[config.mk]
export PLATFORM = sky130hd
export DESIGN_NAME = pipe_stall_regs_flat
export DESIGN_NICKNAME = d
export VERILOG_FILES = /design/src/rtl/pipe_stall_regs_pkg.sv /design/src/rtl/pipe_stall_regs_if.sv /design/src/rtl/pipe_stall_regs_reg.sv /design/src/rtl/pipe_stall_regs.sv /design/src/flat_wrapper.sv
export SDC_FILE = /design/constraint.sdc
export NUM_CORES = 1
export LEC_CHECK = 0
export BUFFER_PORTS_ARGS = -buffer_cell sky130_fd_sc_hd__buf_2
export CAP_MARGIN = 0
export CORE_UTILIZATION = 30
export DETAILED_ROUTE_END_ITERATION = 16
export SYNTH_ARGS = -nofsm -noshare
export SYNTH_HDL_FRONTEND = slang
export SYNTH_HIERARCHICAL = 1
export SYNTH_SLANG_ARGS = --single-unit
[constraint.sdc]
create_clock -name clk -period 3.7 [get_ports clk]
set_input_delay 0.555 -clock clk [delete_from_list [all_inputs] [get_ports clk]]
set_output_delay 0.555 -clock clk [all_outputs]
set_load 0.05 [all_outputs]
[src/rtl/pipe_stall_regs_pkg.sv]
// pipe_pkg: shared constants and record types for the PC / IF/ID / ID/EX pipeline registers
package pipe_pkg;

    localparam int CTRL_W = 9;

    // Control-word bit positions: {RegDst, ALUSrc, Branch, MemRead, MemWrite, RegWrite, MemtoReg, ALUOp[1:0]}
    localparam int CTRL_REGDST   = 8;
    localparam int CTRL_ALUSRC   = 7;
    localparam int CTRL_BRANCH   = 6;
    localparam int CTRL_MEMREAD  = 5;
    localparam int CTRL_MEMWRITE = 4;
    localparam int CTRL_REGWRITE = 3;
    localparam int CTRL_MEMTOREG = 2;
    localparam int CTRL_ALUOP_HI = 1;
    localparam int CTRL_ALUOP_LO = 0;

    localparam logic [31:0]       NOP_INSTR   = 32'h0;
    localparam logic [CTRL_W-1:0] CTRL_BUBBLE = '0;

    typedef enum logic [1:0] {
        WD_IDLE,
        WD_STALLING,
        WD_TIMEOUT
    } wd_state_e;

    typedef struct packed {
        logic [31:0] instr;
        logic [31:0] pc4;
        logic        valid;
    } if_id_t;

    typedef struct packed {
        logic [CTRL_W-1:0] ctrl;
        logic [31:0]       pc4;
        logic [31:0]       rd1;
        logic [31:0]       rd2;
        logic [31:0]       imm;
        logic [4:0]        rs;
        logic [4:0]        rt;
        logic [4:0]        rd;
        logic              valid;
    } id_ex_t;

    // Saturating 4-bit increment for the stall-run counter
    function automatic logic [3:0] sat_inc4(input logic [3:0] v);
        return (v == 4'hF) ? v : v + 4'd1;
    endfunction

endpackage

[src/rtl/pipe_stall_regs_if.sv]
// pipe_stall_regs_if: hazard/redirect requests, decode inputs and pipeline-register outputs
// Counter signals exist only when PIPE_PERF_CNT_EN is defined.
interface pipe_stall_regs_if;
    import pipe_pkg::*;

    logic              stall_req;
    logic              flush_req;
    logic [31:0]       branch_target;
    logic [31:0]       IF_instr;
    logic [CTRL_W-1:0] ID_ctrl_in;
    logic [31:0]       ID_rd1;
    logic [31:0]       ID_rd2;
    logic [31:0]       ID_imm;

    logic [31:0]       IF_pc;
    logic [31:0]       ID_instr;
    logic [31:0]       ID_pc4;
    logic              ID_valid;
    logic [CTRL_W-1:0] EX_ctrl;
    logic [31:0]       EX_pc4;
    logic [31:0]       EX_rd1;
    logic [31:0]       EX_rd2;
    logic [31:0]       EX_imm;
    logic [4:0]        EX_rs;
    logic [4:0]        EX_rt;
    logic [4:0]        EX_rd;
    logic              EX_valid;
    logic              stall_timeout;
`ifdef PIPE_PERF_CNT_EN
    logic [31:0]       stall_cnt;
    logic [31:0]       flush_cnt;
`endif

    modport master (
        output stall_req, flush_req, branch_target, IF_instr, ID_ctrl_in, ID_rd1, ID_rd2, ID_imm,
        input  IF_pc, ID_instr, ID_pc4, ID_valid, EX_ctrl, EX_pc4, EX_rd1, EX_rd2, EX_imm,
               EX_rs, EX_rt, EX_rd, EX_valid, stall_timeout
`ifdef PIPE_PERF_CNT_EN
        , input stall_cnt, flush_cnt
`endif
    );

    modport slave (
        input  stall_req, flush_req, branch_target, IF_instr, ID_ctrl_in, ID_rd1, ID_rd2, ID_imm,
        output IF_pc, ID_instr, ID_pc4, ID_valid, EX_ctrl, EX_pc4, EX_rd1, EX_rd2, EX_imm,
               EX_rs, EX_rt, EX_rd, EX_valid, stall_timeout
`ifdef PIPE_PERF_CNT_EN
        , output stall_cnt, flush_cnt
`endif
    );

endinterface

[src/rtl/pipe_stall_regs_reg.sv]
// pipe_reg: width-parameterised pipeline register with async reset, hold and clear (clear wins)
module pipe_reg #(
    parameter int           W       = 1,
    parameter logic [W-1:0] RST_VAL = '0
) (
    input  logic         clk,
    input  logic         rst_n,
    input  logic         hold_i,
    input  logic         clear_i,
    input  logic [W-1:0] d_i,
    output logic [W-1:0] q_o
);

    logic [W-1:0] q_q;

    // Clear loads an all-zero bubble; otherwise load unless held
    always_ff @(posedge clk or negedge rst_n) begin
        if (!rst_n)       q_q <= RST_VAL;
        else if (clear_i) q_q <= '0;
        else if (!hold_i) q_q <= d_i;
    end

    assign q_o = q_q;

endmodule

[src/rtl/pipe_stall_regs.sv]
// pipe_stall_regs: PC, IF/ID and ID/EX registers with load-use stall, branch flush and stall watchdog
// Optional PIPE_PERF_CNT_EN adds saturating stall/flush event counters.
module pipe_stall_regs
    import pipe_pkg::*;
#(
    parameter logic [31:0] RESET_PC  = 32'h0000_0000,
    parameter int unsigned MAX_STALL = 4
) (
    input logic               clk,
    input logic               rst_n,
    pipe_stall_regs_if.slave  bus
);

    localparam logic [3:0] MAX_RUN = 4'(MAX_STALL);

    // Flush overrides stall, so a stall only takes effect when no flush is present
    logic stall_edge;
    assign stall_edge = bus.stall_req & ~bus.flush_req;

    logic [31:0] pc_q, pc_d;
    if_id_t      if_id_d, if_id_q;
    id_ex_t      id_ex_d, id_ex_q;

    // Next-PC selection and the advance-path contents of both pipeline registers
    always_comb begin
        pc_d    = bus.flush_req ? bus.branch_target : (bus.stall_req ? pc_q : pc_q + 32'd4);
        if_id_d = '{instr: bus.IF_instr, pc4: pc_q + 32'd4, valid: 1'b1};
        id_ex_d = '{ctrl:  bus.ID_ctrl_in,
                    pc4:   if_id_q.pc4,
                    rd1:   bus.ID_rd1,
                    rd2:   bus.ID_rd2,
                    imm:   bus.ID_imm,
                    rs:    if_id_q.instr[25:21],
                    rt:    if_id_q.instr[20:16],
                    rd:    if_id_q.instr[15:11],
                    valid: if_id_q.valid};
    end

    // Program counter
    always_ff @(posedge clk or negedge rst_n) begin
        if (!rst_n) pc_q <= RESET_PC;
        else        pc_q <= pc_d;
    end

    // IF/ID holds on stall and is squashed to a nop on flush
    pipe_reg #(.W($bits(if_id_t))) u_if_id (
        .clk     (clk),
        .rst_n   (rst_n),
        .hold_i  (bus.stall_req),
        .clear_i (bus.flush_req),
        .d_i     (if_id_d),
        .q_o     (if_id_q)
    );

    // ID/EX takes a bubble on either stall or flush; a zero bubble clears MemRead and rt
    pipe_reg #(.W($bits(id_ex_t))) u_id_ex (
        .clk     (clk),
        .rst_n   (rst_n),
        .hold_i  (1'b0),
        .clear_i (bus.stall_req | bus.flush_req),
        .d_i     (id_ex_d),
        .q_o     (id_ex_q)
    );

    wd_state_e  wd_q;
    logic [3:0] run_q;
    logic       timeout_hit;
    assign timeout_hit = stall_edge && (run_q >= MAX_RUN);

    // Stall watchdog: run length tracks consecutive stall edges, TIMEOUT is sticky until reset
    always_ff @(posedge clk or negedge rst_n) begin
        if (!rst_n) begin
            wd_q  <= WD_IDLE;
            run_q <= '0;
        end else begin
            run_q <= stall_edge ? sat_inc4(run_q) : 4'd0;
            wd_q  <= (wd_q == WD_TIMEOUT || timeout_hit) ? WD_TIMEOUT :
                     (stall_edge ? WD_STALLING : WD_IDLE);
        end
    end

    assign bus.IF_pc         = pc_q;
    assign bus.ID_instr      = if_id_q.instr;
    assign bus.ID_pc4        = if_id_q.pc4;
    assign bus.ID_valid      = if_id_q.valid;
    assign bus.EX_ctrl       = id_ex_q.ctrl;
    assign bus.EX_pc4        = id_ex_q.pc4;
    assign bus.EX_rd1        = id_ex_q.rd1;
    assign bus.EX_rd2        = id_ex_q.rd2;
    assign bus.EX_imm        = id_ex_q.imm;
    assign bus.EX_rs         = id_ex_q.rs;
    assign bus.EX_rt         = id_ex_q.rt;
    assign bus.EX_rd         = id_ex_q.rd;
    assign bus.EX_valid      = id_ex_q.valid;
    assign bus.stall_timeout = (wd_q == WD_TIMEOUT);

`ifdef PIPE_PERF_CNT_EN
    logic [31:0] stall_cnt_q, flush_cnt_q;

    // Saturating event counters: effective stalls and all flushes
    always_ff @(posedge clk or negedge rst_n) begin
        if (!rst_n) begin
            stall_cnt_q <= '0;
            flush_cnt_q <= '0;
        end else begin
            stall_cnt_q <= (stall_edge && stall_cnt_q != '1) ? stall_cnt_q + 32'd1 : stall_cnt_q;
            flush_cnt_q <= (bus.flush_req && flush_cnt_q != '1) ? flush_cnt_q + 32'd1 : flush_cnt_q;
        end
    end

    assign bus.stall_cnt = stall_cnt_q;
    assign bus.flush_cnt = flush_cnt_q;
`endif

endmodule
[src/flat_wrapper.sv]
// flat-port wrapper written by rule: the top's interface ports become plain ports
module pipe_stall_regs_flat import pipe_pkg::*;
#(
    parameter logic [31:0] RESET_PC  = 32'h0000_0000,
    parameter int unsigned MAX_STALL = 4
)
  (clk, rst_n, bus_stall_req, bus_flush_req, bus_branch_target, bus_IF_instr, bus_ID_ctrl_in, bus_ID_rd1, bus_ID_rd2, bus_ID_imm, bus_IF_pc, bus_ID_instr, bus_ID_pc4, bus_ID_valid, bus_EX_ctrl, bus_EX_pc4, bus_EX_rd1, bus_EX_rd2, bus_EX_imm, bus_EX_rs, bus_EX_rt, bus_EX_rd, bus_EX_valid, bus_stall_timeout);
  pipe_stall_regs_if bus_i ();
  input logic clk;
  input logic rst_n;
  input wire logic [$bits(bus_i.stall_req)-1:0] bus_stall_req;
  input wire logic [$bits(bus_i.flush_req)-1:0] bus_flush_req;
  input wire logic [$bits(bus_i.branch_target)-1:0] bus_branch_target;
  input wire logic [$bits(bus_i.IF_instr)-1:0] bus_IF_instr;
  input wire logic [$bits(bus_i.ID_ctrl_in)-1:0] bus_ID_ctrl_in;
  input wire logic [$bits(bus_i.ID_rd1)-1:0] bus_ID_rd1;
  input wire logic [$bits(bus_i.ID_rd2)-1:0] bus_ID_rd2;
  input wire logic [$bits(bus_i.ID_imm)-1:0] bus_ID_imm;
  output wire logic [$bits(bus_i.IF_pc)-1:0] bus_IF_pc;
  output wire logic [$bits(bus_i.ID_instr)-1:0] bus_ID_instr;
  output wire logic [$bits(bus_i.ID_pc4)-1:0] bus_ID_pc4;
  output wire logic [$bits(bus_i.ID_valid)-1:0] bus_ID_valid;
  output wire logic [$bits(bus_i.EX_ctrl)-1:0] bus_EX_ctrl;
  output wire logic [$bits(bus_i.EX_pc4)-1:0] bus_EX_pc4;
  output wire logic [$bits(bus_i.EX_rd1)-1:0] bus_EX_rd1;
  output wire logic [$bits(bus_i.EX_rd2)-1:0] bus_EX_rd2;
  output wire logic [$bits(bus_i.EX_imm)-1:0] bus_EX_imm;
  output wire logic [$bits(bus_i.EX_rs)-1:0] bus_EX_rs;
  output wire logic [$bits(bus_i.EX_rt)-1:0] bus_EX_rt;
  output wire logic [$bits(bus_i.EX_rd)-1:0] bus_EX_rd;
  output wire logic [$bits(bus_i.EX_valid)-1:0] bus_EX_valid;
  output wire logic [$bits(bus_i.stall_timeout)-1:0] bus_stall_timeout;
  assign bus_i.stall_req = bus_stall_req;
  assign bus_i.flush_req = bus_flush_req;
  assign bus_i.branch_target = bus_branch_target;
  assign bus_i.IF_instr = bus_IF_instr;
  assign bus_i.ID_ctrl_in = bus_ID_ctrl_in;
  assign bus_i.ID_rd1 = bus_ID_rd1;
  assign bus_i.ID_rd2 = bus_ID_rd2;
  assign bus_i.ID_imm = bus_ID_imm;
  assign bus_IF_pc = bus_i.IF_pc;
  assign bus_ID_instr = bus_i.ID_instr;
  assign bus_ID_pc4 = bus_i.ID_pc4;
  assign bus_ID_valid = bus_i.ID_valid;
  assign bus_EX_ctrl = bus_i.EX_ctrl;
  assign bus_EX_pc4 = bus_i.EX_pc4;
  assign bus_EX_rd1 = bus_i.EX_rd1;
  assign bus_EX_rd2 = bus_i.EX_rd2;
  assign bus_EX_imm = bus_i.EX_imm;
  assign bus_EX_rs = bus_i.EX_rs;
  assign bus_EX_rt = bus_i.EX_rt;
  assign bus_EX_rd = bus_i.EX_rd;
  assign bus_EX_valid = bus_i.EX_valid;
  assign bus_stall_timeout = bus_i.stall_timeout;
  pipe_stall_regs #(.RESET_PC(RESET_PC), .MAX_STALL(MAX_STALL)) u_core (.clk(clk), .rst_n(rst_n), .bus(bus_i));
endmodule
After elaboration in Yosys (flattened, before gate mapping)
Index checks and enable logic that the tools add are counted.
Widths: inputs -> output; s select.
- add/subtract/negate cells: 2
- bitwise logic cells: 3
- eq/ne operators: 4
- muxes and demuxes: 9
- $lt $le $gt $ge: 1
- reduce and logical (&&, ||, !) cells: 2
- operators with widths (cell ; count):
    $mux 153 ; 1
    $mux 65 ; 2
    $mux 32 ; 2
    $add 32x3->32 const B ; 1
    $mux 4 ; 2
    $add 4x1->4 const B ; 1
    $eq 4x4->1 const B ; 1
    $ge 4x3->1 const B ; 1
    $eq 2x2->1 const B ; 1
    $mux 2 ; 1
    $ne 2x1->1 const B ; 1
    $ne 2x2->1 const B ; 1
    $and 1x1->1 ; 1
    $logic_and 1x1->1 ; 1
    $logic_or 1x1->1 ; 1
    $mux 1 ; 1
    $not 1->1 ; 1
    $or 1x1->1 ; 1
- word-level logic and storage cells: 26
- input port bits: 173
- output and inout port bits: 251
- register bits after elaboration: 256

Depth between registers and ports, before layout
- depth in word-level cells: 5
- depth in mapped cells: 9
- depth with buffers taken out: 7

Modules after synthesis
Netlist, hierarchy kept.
- modules (own cells, without submodules) (module ; cells each ; area an instance (um^2) ; instances ; sequential area each (um^2)):
    pipe_reg (u_core.u_id_ex) ; 493 ; 6165.9 ; 1 ; 3828.7
    pipe_stall_regs ; 321 ; 2721.4 ; 1 ; 950.9
    pipe_reg (u_core.u_if_id) ; 209 ; 2667.6 ; 1 ; 1626.6

Worst setup path after synthesis
Ideal clock, no wire load.
- path type: register -> register
- start point: reg u_core.pc_q[2] (netlist: u_core/bus.IF_pc[2])
- end point: reg u_core.u_if_id.q_q[29] (netlist: u_core/u_if_id/q_o[29])
- data arrival time: 2.414 ns
- library setup time: 0.132 ns
- setup slack: 1.154 ns
- data required time: 3.568 ns
- period minus slack after synthesis: 2.546 ns
- stages on the path, launching flop included: 8
- buffers on the path: 0
- cell sequence: dfrtp_1 ha_1 nand4_1 nor4_1 nand4_1 xnor2_1 mux2i_1 nor2_1
- RTL lines (what ; RTL line ; RTL):
    start: declaration ; pipe_stall_regs.sv:20 ; logic [31:0] pc_q, pc_d;
    start signal: assignment ; pipe_stall_regs.sv:42 ; else pc_q <= pc_d;
    end signal: assignment ; pipe_stall_regs_reg.sv:20 ; else if (!hold_i) q_q <= d_i;
    end: declaration ; pipe_stall_regs_reg.sv:14 ; logic [W-1:0] q_q;

Final worst setup path
- start point: reg u_core.pc_q[2] (netlist: u_core/bus.IF_pc[2])
- end point: reg u_core.pc_q[22] (netlist: u_core/bus.IF_pc[22])
- longest elaborated chain between the ends: 3
- RTL lines (what ; RTL line ; RTL):
    $add 32x3->32 ; pipe_stall_regs.sv:26 ; pc_d = bus.flush_req ? bus.branch_target : (bus.stall_req ? pc_q : pc_q + 32'd4);
    $mux 32 (2 in series) ; pipe_stall_regs.sv:26 ;
No other way between the ends. The select of a mux whose other input is x is not followed.
A chain may end at the register's enable or synchronous reset.

==> impl_results.md <==
- Status: complete, no violations
- Worst path depth: 5
- First-pass GRT wire length: 48.9 mm
- Seq/Total Area, Yosys: 55.4%
- Number of I/O port buffers: 423
- Final antenna-violating net count: 0
- Final period utilization: 67.8%
- Post-Layout Inst Area: 14900 um^2
- Layout cells sized above 1: 34.4%
- Net count, final: 1591
- First-pass iteration count of the detailed router: 5
- Mean Syn Cell Area: 11.3 um^2
- Slew @ Worst Pin: 1.05 ns
- TNS Setup: 0 ns
- Ys async rst share: 100%
- Rel. slew slack: 29.3%
- DRC: 0
- Total CTS buffers: 29
- Starting Density: 30.6%
- Post-Syn Instances: 1023
- P_leak: 8.01 nW
- Clock-pin slew on the worst setup and hold paths: 0.06 ns
- H-tree depth: 1
- Register Area: 6410 um^2
- P&R area growth vs syn: 29.2%
- Largest stage delay, worst path: 0.54 ns
- Post-DP HPWL: 23.2 mm
- R2r startpoint: u_core/bus.IF_pc[2]$_DFFE_PN0N_
- Crit path required time: 4.16 ns
- CTS sink cnt: 256
- Synth Area in XOR/XNOR: 3.18%
- Delay-heaviest family, CP: simple AND/OR/NAND/NOR gates
- Worst vdd ir: 0.299 mV
- Core area: 37800 um^2
- Seq cells post-synth: 256
- EDFF count, synth: 0
- Root buffer cell: clkbuf_16
- Die Footprint: 39300 um^2
- DRT iter0 DRCs: 462
- Site Rows: 71
- Minimum clock period: 2.51 ns
- Mux share of post-synthesis cell area: 19.3%
- Ys flop type: dfrtp_1
- Cell Chain, Critical Path: ha_1 -> nand4_1 -> or3_1 -> or4_1 -> a31oi_1
- Via density: 4.61
- Post-CTS Resized: 0
- Max-slew violation count: 0
- Total Power: 7.18 mW
- Filler cell count: 3740
- CP startpoint kind: register
- R2R cell count: 5
- Distinct cells, synth: 49
- Slowest CP cell: or3_1
- Ports: 424
- # setup viols final: 0
- GR Util All Layers: 15.8%
- Worst Hold Class: input port to async pin
- Largest net degree at the start of global routing: 154
- Clock Latency Late Sink: 0.55 ns
- Die height: 198 um
- Worst-path maximum fanout: 8
- Nature of the critical path endpoint: register
- Final Skew: 0.0105 ns
- Arr. time, crit path: 2.97 ns
- Flop2flop setup slack: 1.19 ns
- Fmax: 0.398 GHz
- P per Cell Area: 481 nW/um^2
- RSZ-0062 raised after global routing: false
- Vias: 8994
- Crit path buf inv count: 0
- Buffer depth of the longest clock path: 3
- Multi-input gate area: 4590 um^2
- Cell area after placement: 13900 um^2
- Syn Std Cell Area: 11600 um^2
- DR WL/cell: 16.9 um
- GRT overflow: 0
- Largest family of logic cells by synthesized area: multiplexers
- Placer Congestion: 0.804
- Initial antenna violation count: 1
- Synth Area in Adders: 0.217%
- Final wirelength: 32.9 mm
- Synth Warn #: 6
- Total of max-cap violations: 0
- Vias in the first global route: 8670
- Floorplan die width: 198 um
- Setup bufs post-CTS: 0
- Critical path class: register to register
- Fin. Hold Viols: 0
- Synth Area in Compound Gates: 2.45%
- CTS Hold Bufs: 0
- Synthesized Nets: 1198
- Crit Reg-Reg Endpoint: u_core/bus.IF_pc[22]$_DFFE_PN0N_
- Simple-gate share of the synthesized area: 14.5%
- TritonCTS clock tree: yes
[routing by layer]
layer	vias to the layer above	GRT usage [%]	wire, um
met2	326	25.9	15600
met5	-	0	0
met3	49	3.78	2640
met1	4347	20.5	14000
met4	0	4.85	726
li1	4272	-	-
[worst max path at each step]
| stage | slack [ns] | from | to |
|---|---|---|---|
| floorplan | 1.15 | u_core/bus.IF_pc[2]$_DFFE_PN0N_ | u_core/u_if_id/q_o[29]$_DFFE_PN0P_ |
| global placement | 1.34 | u_core/bus.IF_pc[2]$_DFFE_PN0N_ | u_core/bus.IF_pc[24]$_DFFE_PN0N_ |
| detailed placement | 1.20 | u_core/bus.IF_pc[2]$_DFFE_PN0N_ | u_core/bus.IF_pc[22]$_DFFE_PN0N_ |
| CTS | 1.16 | u_core/bus.IF_pc[2]$_DFFE_PN0N_ | u_core/bus.IF_pc[22]$_DFFE_PN0N_ |
| global route | 0.90 | u_core/bus.IF_pc[11]$_DFFE_PN0N_ | u_core/u_if_id/q_o[26]$_DFFE_PN0P_ |
| finish | 1.19 | u_core/bus.IF_pc[2]$_DFFE_PN0N_ | u_core/bus.IF_pc[22]$_DFFE_PN0N_ |
[flip-flops by register name (all words and copies together), names as in the netlist]
name                count
u_core/bus.IF_pc       32
u_core/run_q            4
u_core/u_id_ex/q_o    153
u_core/u_if_id/q_o     65
u_core/wd_q             2
[final cells by class]
class | instances | area share, %
multi-input combinational | 686 | 30.7
sequential | 256 | 42.9
tap | 511 | 4.28
inverter | 5 | 0.126
clock buffer | 44 | 5.91
antenna | 1 | 0.0168
clock inverter | 8 | 0.645
timing repair buffer | 438 | 15.4
[placed cells by master (no fill, tap or decap), drive strengths merged, types with 3 or more instances in the layout]
master and instances:
a31oi 13, clkbuf 44, nand3 23, nor2 250, xnor2 33, o31ai 10, or4 11, nor4b 4
mux2i 220, o21ai 15, and3 4, dfrtp 256, clkinv 6, inv 4, nand2 30, nand4 14
or2 3, nor4 8, nor3 5, and4 6, or3 3, buf 438, xor2 9
[power breakdown]
part	leakage [nW]	internal [mW]	switching (mW)
Clock	0.483	1.77	1.14
Combinational	4.10	0.354	0.854
Sequential	3.42	2.93	0.136
[through the flow]
stage | setup WS, ns | cells | utilization (%) | hold slack, ns
3_5_place_dp | 1.20 | 1896 | 36.9 | 0.510
6_report | 1.19 | 1949 | 39.5 | 0.0289
4_1_cts | 1.16 | 1948 | 39.5 | 0.0713
5_1_grt | 0.901 | 1949 | 39.5 | 0.0748
2_1_floorplan | 1.15 | 1023 | - | 0.259
3_3_place_gp | 1.34 | 1896 | 36.9 | 0.500
[cells by family (layout without fill, tap and decap cells)]
group,Yosys count,in the layout
other,2,3
XOR/XNOR,42,42
AND/OR/NAND/NOR,374,374
flip-flops,256,256
AO/OA/AOI/OAI,44,44
multiplexers,222,222
buffers and inverters,81,495
adder cells (fa/ha/maj),2,2
[cells in the mapped netlist, types with 3 or more instances]
cell type  number  share of area (%)
xor2_1          9               0.68
dfrtp_1       256                 55
nor2_1        250                8.1
mux2i_1       220                 19
o21ai_0        15               0.65
buf_2          13               0.56
buf_6           9               0.88
and3_1          3               0.16
nand2_1        30               0.97
nor3_1          5               0.22
nand4_1        14               0.76
or4_1          11               0.71
nor4b_1         4               0.30
a31oi_1        13               0.70
buf_4          13               0.84
nor4_1          8               0.43
o31ai_1        10               0.65
or2_2           3               0.16
inv_1           4               0.13
nand3_1        22               0.95
buf_12          5               0.87
clkbuf_1       27               0.88
or3_1           3               0.16
xnor2_1        33                2.5
and4_1          5               0.38
buf_1           5               0.16
Power figures use the tool's default switching activity.
